## config.mk

```make
export PLATFORM = sky130hd
export DESIGN_NAME = dmem_responder_flat
export DESIGN_NICKNAME = d
export VERILOG_FILES = /design/src/rtl/dmem_pkg.sv /design/src/rtl/dmem_if.sv /design/src/rtl/dmem_mmio_timer.sv /design/src/rtl/dmem_responder.sv /design/src/flat_wrapper.sv
export SDC_FILE = /design/constraint.sdc
export NUM_CORES = 2
export LEC_CHECK = 0
export CORE_AREA = 3 3 440 355
export CTS_BUF_LIST = sky130_fd_sc_hd__clkbuf_8
export DETAILED_ROUTE_END_ITERATION = 10
export DIE_AREA = 0 0 443 358
export DONT_BUFFER_PORTS = 1
export HOLD_SLACK_MARGIN = 0.03
export PLACE_DENSITY = 0.73
export SYNTH_ARGS = -nofsm -noshare
export SYNTH_HDL_FRONTEND = slang
export SYNTH_SLANG_ARGS = --single-unit
export TNS_END_PERCENT = 30
```

## constraint.sdc

```tcl
create_clock -name clk -period 2.36 [get_ports clk]
set_clock_uncertainty 0.05 [all_clocks]
set_input_delay 0.236 -clock clk [delete_from_list [all_inputs] [get_ports clk]]
set_output_delay 0.236 -clock clk [all_outputs]
set_load 0.1 [all_outputs]
```

## src/rtl/dmem_pkg.sv

```systemverilog
// Shared constants and address decode for the data-side memory responder.
// Used by the top level and the timer.
package dmem_pkg;

  localparam logic [31:0] ADDR_LED   = 32'hFFFF_FFF0;
  localparam logic [31:0] ADDR_COUNT = 32'hFFFF_FFF1;
  localparam logic [31:0] ADDR_CMP   = 32'hFFFF_FFF2;
  localparam logic [31:0] ADDR_CTRL  = 32'hFFFF_FFF3;

  localparam int CTRL_EN    = 0;
  localparam int CTRL_IRQEN = 1;
  localparam int CTRL_PEND  = 2;

  localparam logic [3:0] RAM_TAG = 4'h0;

  typedef enum logic [2:0] {
    SEL_NONE  = 3'd0,
    SEL_RAM   = 3'd1,
    SEL_LED   = 3'd2,
    SEL_COUNT = 3'd3,
    SEL_CMP   = 3'd4,
    SEL_CTRL  = 3'd5
  } sel_e;

  // Word-address decode; anything outside RAM and the four MMIO words is unmapped.
  function automatic sel_e decode(input logic [31:0] a);
    sel_e s;
    if (a[31:28] == RAM_TAG) begin
      s = SEL_RAM;
    end else begin
      case (a)
        ADDR_LED:   s = SEL_LED;
        ADDR_COUNT: s = SEL_COUNT;
        ADDR_CMP:   s = SEL_CMP;
        ADDR_CTRL:  s = SEL_CTRL;
        default:    s = SEL_NONE;
      endcase
    end
    return s;
  endfunction

endpackage

```

## src/rtl/dmem_if.sv

```systemverilog
// Data port between the datapath (master) and the memory responder (slave).
interface dmem_if;
  logic        memwrite;
  logic [31:0] addr;
  logic [31:0] writedata;
  logic [31:0] readdata;

  modport master (output memwrite, output addr, output writedata, input readdata);
  modport slave  (input memwrite, input addr, input writedata, output readdata);
endinterface

```

## src/rtl/dmem_mmio_timer.sv

```systemverilog
// Compare/auto-reload timer: COUNT, COMPARE and CTRL registers with a
// sticky pending flag and a registered interrupt output.
module mmio_timer
  import dmem_pkg::*;
(
  input  logic        clk,
  input  logic        reset,
  input  logic        we_count,
  input  logic        we_cmp,
  input  logic        we_ctrl,
  input  logic [31:0] wdata,
  output logic [31:0] count,
  output logic [31:0] compare,
  output logic [31:0] ctrl,
  output logic        irq
);

  logic [31:0] count_r;
  logic [31:0] compare_r;
  logic        en_r;
  logic        irqen_r;
  logic        pend_r;
  logic        irq_r;

  logic [31:0] count_nxt_s;
  logic        en_nxt_s;
  logic        irqen_nxt_s;
  logic        pend_nxt_s;
  logic        match_s;

  // Next-state: a CPU write to COUNT suppresses the match check that cycle; set beats W1C.
  always_comb begin
    match_s     = en_r && (count_r == compare_r) && !we_count;
    count_nxt_s = count_r;
    en_nxt_s    = en_r;
    irqen_nxt_s = irqen_r;
    pend_nxt_s  = pend_r;
    if (we_count) begin
      count_nxt_s = wdata;
    end else if (match_s) begin
      count_nxt_s = 32'h0000_0000;
    end else if (en_r) begin
      count_nxt_s = count_r + 32'h0000_0001;
    end else begin
      count_nxt_s = count_r;
    end
    if (we_ctrl) begin
      en_nxt_s    = wdata[CTRL_EN];
      irqen_nxt_s = wdata[CTRL_IRQEN];
    end else begin
      en_nxt_s    = en_r;
      irqen_nxt_s = irqen_r;
    end
    if (match_s) begin
      pend_nxt_s = 1'b1;
    end else if (we_ctrl && wdata[CTRL_PEND]) begin
      pend_nxt_s = 1'b0;
    end else begin
      pend_nxt_s = pend_r;
    end
  end

  // Timer state registers with asynchronous reset.
  always_ff @(posedge clk or posedge reset) begin
    if (reset) begin
      count_r   <= 32'h0000_0000;
      compare_r <= 32'hFFFF_FFFF;
      en_r      <= 1'b0;
      irqen_r   <= 1'b0;
      pend_r    <= 1'b0;
      irq_r     <= 1'b0;
    end else begin
      count_r   <= count_nxt_s;
      compare_r <= we_cmp ? wdata : compare_r;
      en_r      <= en_nxt_s;
      irqen_r   <= irqen_nxt_s;
      pend_r    <= pend_nxt_s;
      irq_r     <= pend_nxt_s && irqen_nxt_s;
    end
  end

  assign count   = count_r;
  assign compare = compare_r;
  assign ctrl    = {29'd0, pend_r, irqen_r, en_r};
  assign irq     = irq_r;

endmodule

```

## src/rtl/dmem_responder.sv

```systemverilog
// Data-side memory responder: word-addressed RAM, LED register and timer
// behind a combinational read port.
module dmem_responder
  import dmem_pkg::*;
#(
  parameter int RAM_AW = 6,
  parameter int LED_W  = 8
) (
  input  logic             clk,
  input  logic             reset,
  dmem_if.slave            bus,
  output logic [LED_W-1:0] leds,
  output logic             irq
);

  localparam int RAM_DEPTH = 2 ** RAM_AW;

  logic [31:0]       mem_r [RAM_DEPTH];
  logic [LED_W-1:0]  led_r;
  logic [RAM_AW-1:0] idx_s;
  sel_e              sel_s;
  logic [31:0]       t_count_s;
  logic [31:0]       t_cmp_s;
  logic [31:0]       t_ctrl_s;

  assign sel_s = decode(bus.addr);
  assign idx_s = bus.addr[RAM_AW-1:0];

  // RAM write port; contents deliberately survive reset.
  always_ff @(posedge clk) begin
    if (bus.memwrite && (sel_s == SEL_RAM)) begin
      mem_r[idx_s] <= bus.writedata;
    end
  end

  // LED output register.
  always_ff @(posedge clk or posedge reset) begin
    if (reset) begin
      led_r <= {LED_W{1'b0}};
    end else if (bus.memwrite && (sel_s == SEL_LED)) begin
      led_r <= bus.writedata[LED_W-1:0];
    end else begin
      led_r <= led_r;
    end
  end

  mmio_timer u_timer (
    .clk      (clk),
    .reset    (reset),
    .we_count (bus.memwrite && (sel_s == SEL_COUNT)),
    .we_cmp   (bus.memwrite && (sel_s == SEL_CMP)),
    .we_ctrl  (bus.memwrite && (sel_s == SEL_CTRL)),
    .wdata    (bus.writedata),
    .count    (t_count_s),
    .compare  (t_cmp_s),
    .ctrl     (t_ctrl_s),
    .irq      (irq)
  );

  // Zero-latency read mux; a same-cycle write is not yet visible here.
  always_comb begin
    bus.readdata = 32'h0000_0000;
    case (sel_s)
      SEL_RAM:   bus.readdata = mem_r[idx_s];
      SEL_LED:   bus.readdata = {{(32-LED_W){1'b0}}, led_r};
      SEL_COUNT: bus.readdata = t_count_s;
      SEL_CMP:   bus.readdata = t_cmp_s;
      SEL_CTRL:  bus.readdata = t_ctrl_s;
      default:   bus.readdata = 32'h0000_0000;
    endcase
  end

  assign leds = led_r;

endmodule

```

## src/flat_wrapper.sv

```systemverilog
// flat-port wrapper written by rule: the top's interface ports become plain ports
module dmem_responder_flat import dmem_pkg::*;
#(
  parameter int RAM_AW = 6,
  parameter int LED_W  = 8
)
  (clk, reset, leds, irq, bus_memwrite, bus_addr, bus_writedata, bus_readdata);
  dmem_if bus_i ();
  input  logic clk;
  input  logic reset;
  output logic [LED_W-1:0] leds;
  output logic irq;
  input wire logic [$bits(bus_i.memwrite)-1:0] bus_memwrite;
  input wire logic [$bits(bus_i.addr)-1:0] bus_addr;
  input wire logic [$bits(bus_i.writedata)-1:0] bus_writedata;
  output wire logic [$bits(bus_i.readdata)-1:0] bus_readdata;
  assign bus_i.memwrite = bus_memwrite;
  assign bus_i.addr = bus_addr;
  assign bus_i.writedata = bus_writedata;
  assign bus_readdata = bus_i.readdata;
  dmem_responder #(.RAM_AW(RAM_AW), .LED_W(LED_W)) u_core (.clk(clk), .reset(reset), .bus(bus_i), .leds(leds), .irq(irq));
endmodule
```

Yosys cells after proc, flatten, opt, wreduce, memory -nomap -nowiden

Memories as Yosys holds them, arrays and structs flattened.
Index checks and enable logic that the tools add are counted.

Bits in registers: 76
Bits in writable memories: 2048
Input bits: 67
Output and inout bits: 41
Memories: 1

Memories:

| name         | depth | width | rd ports | clocked after memory_dff | write ports | line                 | RTL |
|---|---|---|---|---|---|---|---|
| u_core.mem_r | 64    | 32    | 1        | 0                        | 1           | dmem_responder.sv:18 | `logic [31:0] mem_r [RAM_DEPTH];` |

$add $sub $neg: 1
Equality and inequality tests: 10
Multiplexer cells: 11
Reductions and logical operators: 12

Operators with widths:

| operator                                      | number |
|---|---|
| case mux 32 bit (5 select lines)              | 1 |
| == test 32 bit, second input constant         | 4 |
| two-way mux 32 bit                            | 3 |
| adder 32 x 1 -> 32 bit, second input constant | 1 |
| == test 32 bit                                | 1 |
| case mux 3 bit (4 select lines)               | 1 |
| logical AND 1 bit                             | 9 |
| == test 3 x 2 -> 1 bit, second input constant | 2 |
| == test 3 bit, second input constant          | 2 |
| two-way mux 1 bit                             | 5 |
| zero test 4 bit                               | 1 |
| == test 3 x 1 -> 1 bit, second input constant | 1 |
| two-way mux 3 bit                             | 1 |
| nonzero test 3 bit                            | 1 |
| zero test 1 bit                               | 1 |

Depth between registers and ports, before layout

Depth after elaboration: 9
Mapped depth: 10

Modules after synthesis

A second synthesis with hierarchy kept.

Cells, all modules: 4410
Area total of the unflattened synthesis: 84723.8 um^2

By module, submodules not included:

| module         | times used | cells an instance | area an instance (um^2) |
|---|---|---|---|
| dmem_responder | 1          | 3973              | 80504.7 |
| mmio_timer     | 1          | 437               | 4219.0 |

Least setup slack after synthesis

Ideal clock, no wire load.

Path kind: input to register
From: in bus_addr[0]
To: mem u_core.mem_r[39][0], enable pin
Setup time: 461 ps
Data arrival time: 3874 ps
Data required time: 1849 ps
Slack: -2025 ps
Cell stages on the path: 8
Cells stage by stage: buf_6 > buf_6 > buf_6 > buf_4 > buf_4 > buf_2 > nand4_1 > nor3_1

Word-level cells in the longest chain between the ends: 7

Ends and longest elaborated chain:

| element                                 | line                 | RTL |
|---|---|---|
| start: declaration                      | flat_wrapper.sv:14   | `input wire logic [$bits(bus_i.addr)-1:0] bus_addr;` |
| == test 32 bit                          | dmem_pkg.sv:31       | `case (a)` |
| case mux 3 bit (4 select lines)         | dmem_pkg.sv:31       |  |
| two-way mux 3 bit                       | dmem_pkg.sv:28       | `if (a[31:28] == RAM_TAG) begin` |
| == test 3 x 1 -> 1 bit                  | dmem_responder.sv:31 | `if (bus.memwrite && (sel_s == SEL_RAM)) begin` |
| logical AND 1 bit                       | dmem_responder.sv:31 |  |
| two-way mux 1 bit                       | dmem_responder.sv:31 |  |
| two-way mux 1 bit (not written as such) | dmem_responder.sv:32 | `mem_r[idx_s] <= bus.writedata;` |
| end: declaration                        | dmem_responder.sv:18 |  |

Parallel ways exist; a longest one is shown, timed or not.

Worst setup path after layout

From: mem u_core.mem_r[19][24]
To: out bus_readdata[24]

Word-level cells in the longest chain between the ends: 2

Ends and longest elaborated chain:

| element                          | line                 | RTL |
|---|---|---|
| memory (64 x 32 bit)             | --                   |  |
| case mux 32 bit (5 select lines) | dmem_responder.sv:63 | `case (sel_s)` |
| end: declaration                 | flat_wrapper.sv:16   | `output wire logic [$bits(bus_i.readdata)-1:0] bus_readdata;` |

Every way passes these cells.

==> metrics.md <==
| Metric | Value |
|---|---|
| Chip height | 358 um |
| WHS | 0.1847 ns |
| Clk_lat worst skew | 0.99 ns |
| GRT Total Usage | 29.86% |
| RSZ-0062 raised after global routing | true |
| Crit path capture type | output pin |
| CP endpoint | bus_readdata[24] |
| Critical R2R Launch | u_core.u_timer.count[20] |
| WL final | 239500 um |
| Gr ovfl total | 0 |
| Root Driver | clkbuf_8 |
| Most common cell after layout, fill and taps aside | edfxtp_1 |
| Starting Density | 54.93% |
| Top cell type's share of synthesized area | 73.67% |
| Fin nets | 4666 |
| CP Depth | 8 |
| Vias in the first global route | 44030 |
| Routed Antenna Nets | 0 |
| Library cells used by synthesis | 56 |
| DP Wirelength | 135400 um |
| Crit-path cells | mux4_2, mux2i_4, o22ai_1, buf_6, o31ai_4, buf_4, o2111ai_4, buf_12 |
| Average size of a mapped cell | 21.36 sq um |
| Total I/O pin count | 108 |
| Proportion of layout cells with a drive suffix above 1 | 36.61% |
| Port Buffers | 0 |
| Status | finished, violations left |
| Cell taking the most area after synthesis | edfxtp_1 |
| Lkg Pwr | 32.77 nW |
| Sinks on the clock net | 2124 |
| CTS tree | yes |
| CP startpoint kind | register |
| RR Endpoint | u_core.u_timer.count[31] |
| Max Slew Vio Count | 158 |
| Post-Synth XOR/XNOR Area | 0.3462% |
| Worst-Margin Slew | 1.908 ns |
| PwrDens | 741.5 nW/um^2 |
| Worst Hold Class | input pin to register |
| Routability cong. | 0.9137 |
| CP Max Fanout | 1 |
| Cell count after synthesis | 3908 |
| Post-synthesis simple-gate area fraction | 2.624% |
| Failing checks | slew limit, setup timing |
| Post-layout min period | 3.599 ns |
| Final instance area | 100300 sq um |
| Placement Cell Area | 91170 sq um |
| Syn Nets | 3976 |
| Top FF cell, synth | edfxtp_1 |
| Critical Path AT | 3.31 ns |
| Area of the core | 152000 sq um |
| Crit Path Class | register to output pin |
| CTS Buf Count | 328 |
| FF-to-FF path depth | 8 |
| Worst-path clk slew | 0.06 ns |
| Sequential area share after synthesis | 76.00% |
| Yosys warning count | 0 |
| H-tree Lvls | 5 |
| Detailed Routing Iterations Pass 1 | 8 |
| CP max stage delay | 0.52 ns |
| Main combinational cell family by area after synthesis | multiplexers |
| Slowest cell on crit path | mux4_2 |
| Crit path buf inv count | 3 |
| Final setup fails | 38 |
| Synth Area in Compound Gates | 2.632% |
| Register-to-register setup slack | 0.10 ns |
| Top post-synthesis cells by area | edfxtp_1 74%, mux4_2 14%, mux2i_1 2.1% |
| Die area | 158600 sq um |
| Worst vdd ir | 0.8399 mV |
| DRC Markers | 0 |
| Crit-path leading delay family | multiplexers |
| P&R area growth vs syn | 20.17% |
| Antenna violations before repair | 10 |
| CP startpoint | u_core.mem_r[19][24] |
| Hold Path Depth | 6 |
| Mapped Area | 83480 sq um |
| Hold Vio Cnt, Final | 0 |
| Vias per std cell | 6.633 |
| Mean routed wirelength per cell | 34.98 um |
| Final setup margin | -1.239 ns |
| Vias | 45400 |
| Mux share of post-synthesis cell area | 16.95% |
| # Max-Cap Violations | 0 |
| Initial DRC count | 7472 |
| Final period util | 152.5% |
| Max Fclk | 0.2779 GHz |
| Yosys reg bits | 2124 |
| Largest net degree at the start of global routing | 513 |
| Filler instances | 9353 |
| Rel. slew slack | -27.22% |
| Die width | 443 um |
| Ys async rst share | 3.578% |
| First-pass GRT wire length | 331200 um |
| Clock Tree Buf Depth | 4 |
| Worst EP required | 2.07 ns |
| Most frequent cells in the layout | 2048 x edfxtp_1, 527 x mux4_2, 337 x clkbuf_8 |
| Post-synth EDFFs | 2048 |
| Post-Synth Adder-Cell Area | 0.01499% |
| Row cnt | 128 |
[what timing repair did]
item                       4_1_cts  5_1_grt
pin swaps                       40       37
setup buffers                    1        2
setup endpoints to repair       45      909
hold buffers                    89        2
gates cloned                     0        9
gates resized for setup        183       69
hold endpoints to repair      3453        7
[layer usage]
layer	wire length [um]	GRT usage, %	vias to the layer above
met2	106700	42.95	3467
met3	37250	11.51	434
met5	14	0	-
met4	7600	9.597	2
li1	-	-	17880
met1	87870	42.58	23620
[area by class of cell]
class,count,area [sq um],area share (%)
clock buffers,337,4638,4.624
well taps,2015,2521,2.513
repair buffers,584,7491,7.467
clock inverters,216,1282,1.278
multi-input cells,1549,20880,20.81
inverters,11,42.54,0.04241
flip-flops and latches,2124,63440,63.24
diodes,9,22.52,0.02245
[tightest hold or removal path: stages]
cell	delay, ns
or4_4	0.18
nor2_4	0.07
nand4_1	0.14
nor3_4	0.07
buf_4	0.14
buf_12	0.19
[cells by family after synthesis]
group | Yosys count
flip-flops | 2124
multiplexers | 749
AND/OR/NAND/NOR | 443
AO/OA/AOI/OAI | 323
buffers and inverters | 235
XOR/XNOR | 33
adder cells (fa/ha/maj) | 1
[cell usage after synthesis (5+ instances only)]
master	count
o221ai_1	20
a31oi_1	32
nor2b_1	25
xnor2_1	32
nand3_1	18
o211ai_1	5
o31ai_1	19
dfrtp_1	44
dfstp_2	32
and3_1	13
o22ai_1	56
inv_1	11
buf_2	77
a21oi_1	34
buf_4	22
mux4_2	527
mux2i_1	174
o21ai_0	56
mux2_2	48
clkbuf_1	81
and2_1	8
nand3b_1	10
buf_6	18
o2111ai_1	48
nand2b_1	48
nor3_1	12
a22oi_1	29
nand2_1	103
edfxtp_1	2048
nand4_1	31
nor4_1	8
or3_1	11
buf_1	25
a211o_1	5
nor2_1	140
[power breakdown]
part,total [mW],internal [mW],switching [mW]
Sequential,41.3,41.3,0.00567
Combinational,4.32,1.82,2.50
Clock,28.7,14.8,13.9
[per-stage QoR]
stage | cells | utilization, % | TNS [ns] | setup WS [ns] | total power, mW
final | 6845 | 66.00 | -35.50 | -1.239 | 74.38
after global routing | 6839 | 65.99 | -38.17 | -1.314 | 76.46
after CTS | 6824 | 65.57 | -37.99 | -1.273 | 74.15
after detailed placement | 6181 | 59.99 | -26.21 | -0.8782 | 44.76
after global placement | 6181 | 59.99 | -21.36 | -0.9016 | 44.74
after floorplan | 3908 | - | -1050.82 | -0.7466 | 44.19
[how the worst min path moves through the flow]
stage	slack (ns)	start	to
finish	0.18	bus_addr[30]	u_core.mem_r[39][24]
global route	0.13	bus_addr[5]	u_core.mem_r[48][3]
CTS	0.02	bus_addr[30]	u_core.mem_r[39][24]
detailed placement	0.15	reset	u_core.u_timer.count[5]
global placement	0.15	reset	u_core.u_timer.count[6]
floorplan	0.28	bus_writedata[0]	u_core.mem_r[0][0]
[flip-flops by register name (all words and copies together), names as in the netlist]
| register | cells |
|---|---|
| u_core.u_timer.irqen_r | 1 |
| u_core.u_timer.pend_r | 1 |
| u_core.u_timer.count | 32 |
| u_core.u_timer.irq | 1 |
| u_core.leds | 8 |
| u_core.mem_r | 2048 |
| u_core.u_timer.compare | 32 |
| u_core.u_timer.en_r | 1 |
Power figures use the tool's default switching activity.
